$ cat config.mk
export PLATFORM = sky130hd
export DESIGN_NAME = key_search_ctrl
export DESIGN_NICKNAME = d
export VERILOG_FILES = /design/src/rtl/key_search_ctrl.sv
export SDC_FILE = /design/constraint.sdc
export NUM_CORES = 1
export LEC_CHECK = 0
export CORE_MARGIN = 2
export CORE_UTILIZATION = 44
export DETAILED_ROUTE_END_ITERATION = 7
export GPL_TIMING_DRIVEN = 0
export PLACE_DENSITY = 0.76
export SYNTH_ARGS = -nofsm -noshare
export SYNTH_HDL_FRONTEND = slang
export SYNTH_SLANG_ARGS = --single-unit
$ cat constraint.sdc
create_clock -name clk -period 2 [get_ports clk]
set_clock_uncertainty 0.2 [all_clocks]
set_input_delay 0.5 -clock clk [delete_from_list [all_inputs] [get_ports clk]]
set_output_delay 0.5 -clock clk [all_outputs]
set_load 0.1 [all_outputs]
$ cat src/rtl/key_search_ctrl.sv
// Brute-force key search sequencer: walks candidate keys through an external arc4
// engine and snoops its plaintext writes to accept or reject each candidate.
module key_search_ctrl #(
  parameter logic [23:0] KEY_FIRST = 24'h000000,
  parameter logic [23:0] KEY_STEP  = 24'h000001
) (
  input  logic        clk,
  input  logic        rst_n,
  input  logic        en,
  output logic        rdy,
  input  logic        stop,
  output logic [23:0] key,
  output logic        key_valid,
  output logic        arc4_en,
  input  logic        arc4_rdy,
  output logic [23:0] arc4_key,
  input  logic [7:0]  pt_addr,
  input  logic [7:0]  pt_wrdata,
  input  logic        pt_wren
);

  typedef enum logic [2:0] {
    S_IDLE,
    S_LAUNCH,
    S_WAIT_BUSY,
    S_WAIT_DONE,
    S_EVAL,
    S_DONE
  } state_t;

  state_t      state, state_nxt;
  logic [23:0] cand;
  logic        bad;
  logic        stop_seen;
  logic [24:0] cand_sum;
  logic        exhausted;
  logic        finish;
  logic        snoop_bad;

  // Carry out of bit 23 means the next candidate would wrap: key space exhausted.
  assign cand_sum  = {1'b0, cand} + {1'b0, KEY_STEP};
  assign exhausted = cand_sum[24];
  assign finish    = !bad || stop_seen || exhausted;

  // Address 0 holds the length byte, so only the message body must be printable.
  assign snoop_bad = pt_wren && (pt_addr != 8'h00) &&
                     ((pt_wrdata < 8'h20) || (pt_wrdata > 8'h7E));

  assign arc4_key = cand;

  // NOTE: sequential state uses non-blocking assignments so every register samples
  // the pre-edge values; reset here is synchronous, matching the arc4 engine.
  always_ff @(posedge clk) begin
    if (!rst_n) state <= S_IDLE;
    else        state <= state_nxt;
  end

  // NOTE: every output of this block gets a default first, so no path infers a latch.
  always_comb begin
    state_nxt = state;
    rdy       = 1'b0;
    arc4_en   = 1'b0;
    case (state)
      S_IDLE, S_DONE: begin
        rdy       = 1'b1;
        state_nxt = en ? S_LAUNCH : S_IDLE;
      end
      S_LAUNCH: begin
        if (arc4_rdy) begin
          arc4_en   = 1'b1;
          state_nxt = S_WAIT_BUSY;
        end
      end
      S_WAIT_BUSY: if (!arc4_rdy) state_nxt = S_WAIT_DONE;
      S_WAIT_DONE: if (arc4_rdy)  state_nxt = S_EVAL;
      S_EVAL:      state_nxt = finish ? S_DONE : S_LAUNCH;
      default:     state_nxt = S_IDLE;
    endcase
  end

  always_ff @(posedge clk) begin
    if (!rst_n) begin
      cand      <= KEY_FIRST;
      key       <= '0;
      key_valid <= 1'b0;
      bad       <= 1'b0;
      stop_seen <= 1'b0;
    end else begin
      // An abort is only latched; the run in flight still completes and is judged.
      if (stop && (state != S_IDLE)) stop_seen <= 1'b1;
      case (state)
        S_IDLE, S_DONE: begin
          if (en) begin
            cand      <= KEY_FIRST;
            key_valid <= 1'b0;
            bad       <= 1'b0;
            stop_seen <= 1'b0;
          end
        end
        S_LAUNCH: bad <= 1'b0;
        S_WAIT_BUSY, S_WAIT_DONE: if (snoop_bad) bad <= 1'b1;
        S_EVAL: begin
          if (finish) begin
            key       <= cand;
            key_valid <= !bad;
          end else begin
            cand <= cand_sum[23:0];
          end
        end
        default: ;
      endcase
    end
  end

endmodule

# Yosys cells after proc, flatten, opt, wreduce, memory -nomap -nowiden
# Cells that the tools add are included.
# W data, S select, Z words.
[classes]
n_addsub = 1
order_cmp = 2
eq_ne = 12
muxes = 20
reduce_logical = 19
[op_table]
columns = ["op", "count"]
rows = [
  ["$mux W24", 2],
  ["$pmux W24 S2", 1],
  ["$add A24 B1 Y25 const B", 1],
  ["$pmux W3 S5", 1],
  ["$ne A2 B2 Y1 const B", 7],
  ["$mux W3", 4],
  ["$reduce_and A3 Y1", 4],
  ["$mux W1", 10],
  ["$gt A8 B7 Y1 const B", 1],
  ["$lt A8 B6 Y1 const B", 1],
  ["$reduce_bool A8 Y1", 1],
  ["$eq A3 B2 Y1 const B", 2],
  ["$eq A3 B3 Y1 const B", 2],
  ["$reduce_bool A3 Y1", 2],
  ["$reduce_or A2 Y1", 2],
  ["$eq A3 B1 Y1 const B", 1],
  ["$logic_and A1 B1 Y1", 3],
  ["$logic_not A3 Y1", 1],
  ["$logic_or A1 B1 Y1", 3],
  ["$pmux W1 S3", 1],
  ["$pmux W1 S2", 1],
  ["$reduce_and A2 Y1", 1],
  ["$reduce_bool A2 Y1", 1],
  ["$logic_not A1 Y1", 1],
]
[totals]
regBits = 54
inputBits = 22
output_inout_bits = 51
word_cells = 60

# Depth between registers and ports, before layout
# Gate-level depths: netlist (run 1).
[logic_depth]
ltp_word = 5
depth_mapped = 8
mapped_depth_nobuf = 6

# Worst setup path after synthesis (run 1)
# No wires, ideal clock.
[synth_timing]
path_kind = "register to register"
from = "register cand[1], in the netlist arc4_key[1]"
to = "register cand[14], in the netlist arc4_key[14]"
setup_ns = 0.120
arrival_time_ns = 2.749
required_time_ns = 1.680
slack_ns = -1.069
path_stages_with_launch = 8
path_buffers = 1
period_less_slack_ns = 3.069
path_cell_list = "dfxtp_1 > ha_1 > nand3_1 > or4_1 > o21ai_2 > buf_4 > nor4_1 > o31a_1"
[synth_via]
elab_chain_cells = 4
elab_cells_between_ends = 6
classes_between = "1 x add/sub; 1 x eq/ne; 2 x mux; 2 x reduce/logical"
[synth_lines]
columns = ["element", "line", "text"]
rows = [
  ["start, declared", "32", "logic [23:0] cand;"],
  ["start signal, assigned", "107", "cand <= cand_sum[23:0];"],
  ["$add A24 B1 Y25 *", "41", "assign cand_sum = {1'b0, cand} + {1'b0, KEY_STEP};"],
  ["$logic_or A1 B1 Y1", "43", "assign finish = !bad || stop_seen || exhausted;"],
  ["$ne A2 B2 Y1 (no source line)", "n/a", ""],
  ["$reduce_and A3 Y1 (no source line)", "n/a", ""],
]
# Every way passes the cells marked *; elsewhere a longest branch is shown, timed or not. The select of a mux whose other input is x is not followed.
# A chain may end at the register's enable or synchronous reset.

# Worst setup path after layout (run 1)
[layout_timing]
from = "register cand[0], in the netlist arc4_key[0]"
to = "register cand[10], in the netlist arc4_key[10]"
# The elaborated chain is that of the path after synthesis.

==> impl_results.md, run 1 <==
* Synth Cell Area at 2750 µm²
* Detailed-route wire length at 10,000 µm
* Worst flop-to-flop path startpoint: arc4_key[0]$_SDFFE_PN0P_
* Final setup vio count at 47
* Arrival @ worst endpoint at 2.20 ns
* Slew @ Worst Pin at 0.599 ns
* Port Buf Inserts at 71
* Via count normalized by instance count at ~6.0
* Syn Nets at about 350
* Arithmetic-cell share of the synthesized area counting full adders, half adders and majority gates at 0.00820
* Outcome: finished with violations
* Initial Utilization at 0.458
* Root buf cell: clkbuf_8
* First-pass GRT wire length at 15,200 µm
* Worst-path clk slew at about 0.11 ns
* Worst path setup slack after routing at -0.174 ns
* Chip Width at 83.0 µm
* Max-cap check violation count at 0
* Top Ports at 73
* Vias at 3,096
* Final RePlAce weighted congestion at between 0.9 and 1
* Remaining antenna violation count at 0
* Floorplan die height at 83.0 µm
* Fraction of synthesized area in multiplexers at 0.0911
* Clock tree from TritonCTS: done
* Slew headroom at 0.600
* Remaining DRCs at 0
* H-tree depth at 2
* Failing checks: negative setup slack
* TritonCTS Buffers at 5
* Maximum VDD drop at 0.000319 V
* Via count of the first global-routing pass at roughly 3,000
* Antenna diode count at 0
* Kind of end point of the critical path: flip-flop
* Area of the placeable core at 5990 µm²
* Number of search-and-repair iterations in the first detailed-routing pass at 4
* Max Fanout on Critical Path at 8
* Startpoint Class: flip-flop
* Kind of critical path: flip-flop to flip-flop
* Max frequency at around 0.46 GHz
* Final Core Density at 0.736
* Unrepaired setup endpoints after global routing: true
* Area growth from synthesis to final layout at 60.5%
* Clock insertion delay at the later pin of the skew report at approximately 0.33 ns
* Gr ovfl total at 0
* Count of distinct cell types in the synthesized netlist at 57
* # placed instances at 470
* Seq/Total Area, Yosys at 0.394
* Cell area after placement at 3730 µm²
* Parity-gate share of the synthesized area counting xor and xnor cells at 0.00638
* Cells after synthesis at 324
* Filler-free cell count of the finished design at 518
* Most common library cell in the layout ignoring fill and taps: nand2_1
* Detailed Place HPWL at 5630 µm
* Data required time of the critical path at 2.02 ns
* Mean Syn Cell Area at 8.48 µm²
* Bufs on Longest Clock Path at 2
* Leakage power at 1.59 nW
* Initial antenna violation count at 0
* Clock net sink count at 54
* Row count at 28
* Cts-stage hold buffer count at 0
* Post-synthesis compound-gate area fraction at 0.158
* Fraction of layout cells with a size suffix above 1 at 0.424
* Hold Startpoint: key[3]$_SDFFE_PN0P_
* Post-synthesis register bit count at 54
* Post-Layout Inst Area at ~4400 µm²
* Most common flop cell mapped by yosys: dfxtp_1
* Largest net degree at the start of global routing at 18
* Proportion of synthesized flip-flops having asynchronous set or reset at 0
* Part of the cycle the worst path needs at 1.09
* Count of nets after finishing at 465
* Final Hold Fails at 0
* Number of flops mapped to enable cells by yosys at 0
* Total of warnings raised by yosys at 0
* Number of DRC violations after detailed-routing iteration 0 at 408
* Die outline area at 6890 µm²
* Worst min-delay path class: flip-flop to flip-flop
* Post-Route Setup TNS at -4.85 ns
* Post-synthesis simple-gate area fraction at 0.287
* Power density over cell area at 469 nW/µm²
* Commonest cells after routing, fill and taps aside: nand2_1, buf_4, clkdlybuf4s15_2
* Overall routing resource usage at 0.272
* Wirelength per Cell at 19.4 µm
* Layout fillers at 426
* Clock period minus final worst setup slack at ~2.2 ns
* Launching instance or port of the critical path: arc4_key[0]$_SDFFE_PN0P_
* Fin. max-slew vios at 0
* Pre-CTS WS at -1.19 ns
* Largest family of logic cells by synthesized area: simple AND/OR/NAND/NOR gates
-- final cells by class --
cell class | instances | area [µm²] | share of cell area
clock buffers | 6 | 82.6 | 0.0187
repair buffers | 116 | 1110 | 0.251
clock inverters | 2 | 15.0 | 0.00341
multi-input cells | 242 | 1760 | 0.400
plain buffers | 18 | 164 | 0.0372
inverters | 5 | 18.8 | 0.00426
well taps | 75 | 93.8 | 0.0213
flip-flops and latches | 54 | 1160 | 0.264
-- cells in the mapped netlist (3+ instances only) --
cell type / n / share of area
a21oi_1: 9 / 0.016
a22oi_1: 10 / 0.027
a31oi_1: 3 / 0.0068
and3_1: 4 / 0.0091
buf_2: 5 / 0.0091
clkbuf_1: 13 / 0.018
dfxtp_1: 54 / 0.39
inv_1: 5 / 0.0068
mux2i_1: 25 / 0.091
nand2_1: 65 / 0.089
nand3_1: 19 / 0.035
nand4_1: 7 / 0.016
nor2_1: 15 / 0.020
nor3_1: 5 / 0.0091
nor4_1: 4 / 0.0091
o21ai_0: 13 / 0.024
o31a_1: 3 / 0.0096
or3_1: 12 / 0.027
or4_1: 3 / 0.0082
-- kinds of logic after synthesis --
kind of cell	count (synthesis)
buffers and inverters	28
adders and majority gates	2
and+or+nand+nor	151
muxes	25
DFF	54
AOI/OAI and AO/OA	62
xor gates and xnor gates	2
-- worst max-delay path: stages, from the launching register on --
cell     delay (ns)
dfxtp_4        0.37
ha_4           0.15
nand3_4        0.07
or4_4          0.54
o21ai_4        0.28
buf_6          0.18
nor2_1         0.04
o221a_1        0.23
-- power by group --
part	internal, mW	switching, mW
sequential	1.06	0.0162
combinational	0.133	0.172
clock	0.287	0.403
total	1.48	0.591
-- timing repair --
item,4_1_cts,5_1_grt
buffers inserted,28,14
cloned,5,0
endpoints found under the hold margin,0,0
gates resized for setup,218,52
setup endpoints to repair,102,65
pin swaps,15,15
-- through the flow --
step	hold slack, ns	power, mW
2_1_floorplan	0.261	1.26
3_3_place_gp	0.241	1.34
3_5_place_dp	0.246	1.35
4_1_cts	0.264	2.03
5_1_grt	0.284	2.14
6_report	0.264	2.07
-- final timing paths --
kind	to	slack (ns)	cells after the start
worst min-delay path	key[3]$_SDFFE_PN0P_	0.26	2
worst min register to register	key[3]$_SDFFE_PN0P_	0.26	2
worst max register to register	arc4_key[10]$_SDFFE_PN0P_	-0.17	7
worst max-delay path	arc4_key[10]$_SDFFE_PN0P_	-0.17	7
-- state kept, by name, indices dropped and copies added (netlist names) --
register   flops
stop_seen      1
key_valid      1
key           24
state          3
bad            1
arc4_key      24
-- metal layers --
metal  routed length (µm)  vias to the layer above  global-route usage
li1                     -                     1419                   -
met3                  834                       35              0.0696
met5                    0                        -                   0
met2                 4840                      190               0.424
met4                  305                        0               0.106
met1                 4060                     1452               0.360
(Power assumes the default switching activity.)
==> run 2: changes to the inputs <==
- CORE_MARGIN: 2 -> 1.5
==> impl_results.md, run 2 (synthesis results as in run 1) <==
* Via count normalized by instance count at 6.04 (was 5.98)
* First-pass GRT wire length at 14,900 µm (was 15,200 µm)
* Remaining DRCs at 0 (unchanged)
* Post-Route Setup TNS at -4.78 ns (was -4.85 ns)
* Max Fanout on Critical Path at 7 (was 8)
* Sequence of cells on the critical path: ha_4, nand3_4, or4_4, o21ai_4, buf_6, nor2_2, o221a_1 (was ha_4, nand3_4, or4_4, o21ai_4, buf_6, nor2_1, o221a_1)
* Slew headroom at 0.610 (was 0.600)
* Worst min-delay path class: flip-flop to flip-flop (unchanged)
* Cell depth of the worst min-delay path at 2 (unchanged)
* Clock period minus final worst setup slack at 2.17 ns (about the same)
* Overall routing resource usage at 0.293 (was 0.272)
* Kind of end point of the critical path: flip-flop (unchanged)
* Initial Utilization at 0.458 (unchanged)
* Worst path max stage delay at 0.52 ns (was 0.54 ns)
* Die outline area at 6720 µm² (was 6890 µm²)
* Kind of critical path: flip-flop to flip-flop (unchanged)
* Power density over cell area at 470 nW/µm² (was 469 nW/µm²)
* Wirelength per Cell at 19.4 µm (about the same)
* Capturing instance or port of the critical path: arc4_key[10]$_SDFFE_PN0P_ (unchanged)
* Chip Width at 82.0 µm (was 83.0 µm)
* H-tree depth at 2 (unchanged)
* Final RePlAce weighted congestion at 0.958 (was 0.940)
* Part of the cycle the worst path needs at 1.08 (was 1.09)
* Clock tree from TritonCTS: done (unchanged)
* Worst-path clk slew at 0.10 ns (was 0.11 ns)
* Number of search-and-repair iterations in the first detailed-routing pass at 5 (was 4)
* Detailed Place HPWL at 5750 µm (was 5630 µm)
* TritonCTS Buffers at 5 (unchanged)
* Fraction of power spent switching nets at 0.275 (was 0.286)
* Largest net degree at the start of global routing at 17 (was 18)
* Clock network fraction of design power at 0.333 (was 0.334)
* Maximum VDD drop at 0.000388 V (was 0.000319 V)
* Part of the total power dissipated in sequential elements at 0.502 (was 0.519)
* Floorplan die height at 82.0 µm (was 83.0 µm)
* Gr ovfl total at 0 (unchanged)
* Leakage power at 1.68 nW (was 1.59 nW)
* Worst flop-to-flop path startpoint: arc4_key[1]$_SDFFE_PN0P_ (was arc4_key[0]$_SDFFE_PN0P_)
* Most common library cell in the layout ignoring fill and taps: nand2_1 (unchanged)
* Failing checks: negative setup slack (unchanged)
* Vias at 3,203 (was 3,096)
* Layout fillers at 407 (was 426)
* Capture instance of the worst register-to-register path: arc4_key[10]$_SDFFE_PN0P_ (unchanged)
* Commonest cells after routing, fill and taps aside: nand2_1, buf_4, clkdlybuf4s15_2 (unchanged)
* Remaining antenna violation count at 0 (unchanged)
* Total power draw at 2.12 mW (was 2.07 mW)
* Fraction of layout cells with a size suffix above 1 at 0.433 (was 0.424)
* Number of DRC violations after detailed-routing iteration 0 at 326 (was 408)
* Antenna diode count at 0 (unchanged)
* Launching instance or port of the critical path: arc4_key[1]$_SDFFE_PN0P_ (was arc4_key[0]$_SDFFE_PN0P_)
* Area of the placeable core at 5990 µm² (unchanged)
* Fin. max-slew vios at 0 (unchanged)
* Arrival @ worst endpoint at 2.18 ns (was 2.20 ns)
* Cell-internal power at 1.54 mW (was 1.48 mW)
* Max-cap check violation count at 0 (unchanged)
* Worst path setup slack after routing at -0.169 ns (was -0.174 ns)
* Port Buf Inserts at 71 (unchanged)
* Unrepaired setup endpoints after global routing: true (unchanged)
* Initial antenna violation count at 0 (unchanged)
* Top Ports at 73 (unchanged)
* Slew @ Worst Pin at 0.585 ns (was 0.599 ns)
* Final setup vio count at 47 (unchanged)
* Area growth from synthesis to final layout at 64.6% (was 60.5%)
* Row count at 28 (unchanged)
* Max frequency at 0.461 GHz (was 0.460 GHz)
* Count of nets after finishing at 477 (was 465)
* Outcome: finished with violations (unchanged)
* Clock insertion delay at the later pin of the skew report at 0.32 ns (was 0.33 ns)
* Root buf cell: clkbuf_8 (unchanged)
* Master of the slowest instance on the critical path: or4_4 (unchanged)
* Via count of the first global-routing pass at 3,015 (was 2,967)
* Worst reg-to-reg setup slack at -0.17 ns (about the same)
* Register-to-Register Path Depth at 7 (unchanged)
* Final Hold Fails at 0 (unchanged)
* Startpoint Class: flip-flop (unchanged)
* Net switching power figure at 0.583 mW (was 0.591 mW)
* Final hold slack at 0.265 ns (was 0.264 ns)
* Logic gate share of total power at 0.165 (was 0.147)
* Clock net sink count at 54 (unchanged)
* Detailed-route wire length at 10,300 µm (was 10,000 µm)
* Data required time of the critical path at 2.01 ns (was 2.02 ns)
* Bufs on Longest Clock Path at 2 (unchanged)
-- run 2: changes by cell type in the layout (fill, tap and decap cells not counted), moves of 2 or more --
cell             before  now
buf_4                33   43
clkdlybuf4s18_2       7    2
clkdlybuf4s15_2      29   32
buf_12                4    6
buf_2                12   14
clkbuf_4              3    1
clkinv_2              0    2
nand2_2               1    3
nand3_2               3    1
nor2_1               11    9
nor2_2                1    3
-- run 2: worst min-delay path by stage --
stage | start | endpoint | slack, ns
2_1_floorplan | bad$_SDFFE_PN0P_ | key_valid$_SDFFE_PN0P_ | 0.26
3_3_place_gp | key[5]$_SDFFE_PN0P_ | key[5]$_SDFFE_PN0P_ | 0.24
3_5_place_dp | key[4]$_SDFFE_PN0P_ | key[4]$_SDFFE_PN0P_ | 0.25
4_1_cts | key[9]$_SDFFE_PN0P_ | key[9]$_SDFFE_PN0P_ | 0.27
5_1_grt | key[13]$_SDFFE_PN0P_ | key[13]$_SDFFE_PN0P_ | 0.28
6_report | key[3]$_SDFFE_PN0P_ | key[3]$_SDFFE_PN0P_ | 0.27
-- run 2: cell type report --
cell class / instances / area (µm²) / share of cell area
plain buffers: 17 / 163 / 0.0360
clock buffers: 6 / 93.8 / 0.0208
clock inverters: 2 / 10.0 / 0.00221
inverters: 5 / 18.8 / 0.00415
multi-input cells: 242 / 1730 / 0.383
flip-flops and latches: 54 / 1160 / 0.258
well taps: 75 / 93.8 / 0.0208
repair buffers: 129 / 1240 / 0.275
-- run 2: metrics by stage --
stage	setup slack (ns)	utilization	std cells	area, µm²
6_report	-0.169	0.755	530	4520
3_5_place_dp	-1.18	0.623	470	3730
2_1_floorplan	-0.326	-	324	2930
3_3_place_gp	-1.19	0.623	470	3730
5_1_grt	-0.211	0.755	530	4520
4_1_cts	-0.157	0.724	515	4340
-- run 2: power groups by stage --
stage               Combinational (mW)  Clock (mW)  Sequential (mW)
finish                           0.351       0.707             1.07
floorplan                        0.171           0             1.09
global route                     0.368       0.736             1.07
CTS                              0.320       0.703             1.06
detailed placement               0.260           0             1.09
global placement                 0.256           0             1.09
-- run 2: worst max-delay path, delay by kind of cell, from the launching register on --
kind,cells,cell delay [ns]
and+or+nand+nor,3,0.65
DFF,1,0.38
adders and majority gates,1,0.15
buffers and inverters,1,0.18
AOI/OAI and AO/OA,2,0.51
-- run 2: timing repair --
action | CTS | global route
hold buffers | 0 | 0
cloned | 5 | 0
pin swaps | 16 | 24
endpoints found under the setup margin | 102 | 58
setup buffers | 37 | 18
resized for setup | 236 | 34
endpoints found under the hold margin | 0 | 0
-- run 2: per-layer routing --
layer  up-vias  part of all wire  global-route usage
met5         -                 0                   0
met2       221              0.49               0.488
li1       1434                 -                   -
met1      1506              0.38               0.369
met3        42             0.090              0.0456
met4         0             0.039               0.136
==> run 3: changes to the inputs <==
- CORE_ASPECT_RATIO: not set -> 0.5
==> impl_results.md, run 3 (synthesis results as in run 1) <==
* Worst min-delay path class: flip-flop to flip-flop (unchanged)
* Top Ports at 73 (unchanged)
* Area of the placeable core at 6060 µm² (was 5990 µm²)
* Floorplan die height at 58.9 µm (was 82.0 µm)
* Port Buf Inserts at 71 (unchanged)
* Maximum VDD drop at 0.000367 V (was 0.000388 V)
* Final Core Density at 0.728 (was 0.755)
* Chip Width at 115 µm (was 82.0 µm)
* Detailed-route wire length at 9090 µm (was 10,300 µm)
* Area growth from synthesis to final layout at 60.6% (was 64.6%)
* Root buf cell: clkbuf_16 (was clkbuf_8)
* Overall routing resource usage at 0.274 (was 0.293)
* Count of nets after finishing at 460 (was 477)
* Kind of end point of the critical path: flip-flop (unchanged)
* Commonest cells after routing, fill and taps aside: nand2_1, clkdlybuf4s15_2, buf_4 (was nand2_1, buf_4, clkdlybuf4s15_2)
* Worst path setup slack after routing at -0.159 ns (was -0.169 ns)
* Launching instance or port of the critical path: arc4_key[1]$_SDFFE_PN0P_ (unchanged)
* Number of search-and-repair iterations in the first detailed-routing pass at 5 (unchanged)
* Final setup vio count at 44 (was 47)
* Most common library cell in the layout ignoring fill and taps: nand2_1 (unchanged)
* Kind of critical path: flip-flop to flip-flop (unchanged)
* Remaining DRCs at 0 (unchanged)
* Fraction of layout cells with a size suffix above 1 at 0.400 (was 0.433)
* H-tree depth at 2 (unchanged)
* Initial Utilization at 0.454 (was 0.458)
* Area taken by flip-flops and latches at 1160 µm² (unchanged)
* Final Hold Fails at 0 (unchanged)
* Power density over cell area at 526 nW/µm² (was 470 nW/µm²)
* Remaining antenna violation count at 0 (unchanged)
* Final RePlAce weighted congestion at 0.882 (was 0.958)
* Data required time of the critical path at 2.02 ns (was 2.01 ns)
* Gr ovfl total at 0 (unchanged)
* Clock insertion delay at the later pin of the skew report at 0.30 ns (was 0.32 ns)
* Max-cap check violation count at 0 (unchanged)
* Row count at 20 (was 28)
* TritonCTS Buffers at 5 (unchanged)
* Max frequency at 0.463 GHz (was 0.461 GHz)
* Fin. max-slew vios at 0 (unchanged)
* Vias at 3,015 (was 3,203)
* Arrival @ worst endpoint at 2.18 ns (about the same)
* Detailed Place HPWL at 6040 µm (was 5750 µm)
* Worst-path clk slew at 0.07 ns (was 0.10 ns)
* Startpoint Class: flip-flop (unchanged)
* Number of DRC violations after detailed-routing iteration 0 at 267 (was 326)
* Total power draw at 2.32 mW (was 2.12 mW)
* Unrepaired setup endpoints after global routing: true (unchanged)
* Die outline area at 6750 µm² (was 6720 µm²)
* Antenna diode count at 0 (unchanged)
* Area of the multi-input gates at 1710 µm² (was 1730 µm²)
* Hold Startpoint: key[1]$_SDFFE_PN0P_ (was key[3]$_SDFFE_PN0P_)
* Bufs on Longest Clock Path at 2 (unchanged)
* Clock tree from TritonCTS: done (unchanged)
* Slew headroom at 0.576 (was 0.610)
* Via count of the first global-routing pass at 2,808 (was 3,015)
* Failing checks: negative setup slack (unchanged)
* Outcome: finished with violations (unchanged)
* First-pass GRT wire length at 14,300 µm (was 14,900 µm)
* Initial antenna violation count at 0 (unchanged)
* Slew @ Worst Pin at 0.631 ns (was 0.585 ns)
* Part of the cycle the worst path needs at 1.08 (about the same)
* Via count normalized by instance count at 5.73 (was 6.04)
* Clock period minus final worst setup slack at 2.16 ns (was 2.17 ns)
* Leakage power at 1.58 nW (was 1.68 nW)
* Max Fanout on Critical Path at 3 (was 7)
* Layout fillers at 457 (was 407)
* Largest net degree at the start of global routing at 17 (unchanged)
* Clock net sink count at 54 (unchanged)
* Pre-CTS WS at -1.26 ns (was -1.18 ns)
* Worst flop-to-flop path startpoint: arc4_key[1]$_SDFFE_PN0P_ (unchanged)
* Wirelength per Cell at 17.3 µm (was 19.4 µm)
run 3: critical path, cell delays in order (launching register included):
cell,delay (ns)
dfxtp_4,0.37
buf_4,0.11
buf_4,0.10
nand4_1,0.18
nor4_1,0.53
nand2_1,0.15
or3_1,0.37
o21ai_1,0.07
run 3: path summary, 6_finish.rpt:
path	endpoint	slack [ns]	cells past startpoint
worst min-delay path	key[1]$_SDFFE_PN0P_	0.26	2
worst max register to register	arc4_key[19]$_SDFFE_PN0P_	-0.16	7
worst max-delay path	arc4_key[19]$_SDFFE_PN0P_	-0.16	7
worst min register to register	key[1]$_SDFFE_PN0P_	0.26	2
run 3: per-stage QoR:
| step | area (µm²) | hold slack (ns) | setup TNS (ns) | cells |
|---|---|---|---|---|
| after floorplan | 2930 | 0.261 | -11.43 | 324 |
| after global placement | 3750 | 0.242 | -31.27 | 483 |
| after detailed placement | 3750 | 0.247 | -32.54 | 483 |
| after CTS | 4300 | 0.259 | -1.74 | 522 |
| after global routing | 4410 | 0.292 | -5.52 | 526 |
| final | 4410 | 0.256 | -2.25 | 526 |
run 3: cell type report:
class                      count  share of cell area
buffer                        17              0.0321
multi-input combinational    242               0.387
inverter                       5             0.00426
clock inverter                 2             0.00227
tap                           88              0.0250
clock buffer                   6              0.0340
timing repair buffer         112               0.251
sequential                    54               0.264
run 3: where the power goes:
group / internal, mW / total [mW] / switching, mW
clock: 0.537 / 0.948 / 0.411
sequential: 1.06 / 1.07 / 0.0124
combinational: 0.134 / 0.301 / 0.167
total: 1.73 / 2.32 / 0.591
run 3: layer usage:
metal  up-vias  GRT usage  part of all wire
li1       1400          -                 -
met1      1432      0.372              0.43
met2       162      0.432              0.45
met3        21     0.0752             0.097
met4         0     0.0811             0.020
met5         -          0                 0
run 3: what timing repair did:
item / CTS / global route
gates resized for setup: 203 / 32
gates cloned: 4 / 1
hold buffers: 0 / 0
pin swaps: 9 / 11
endpoints found under the setup margin: 102 / 56
buffers inserted: 31 / 5
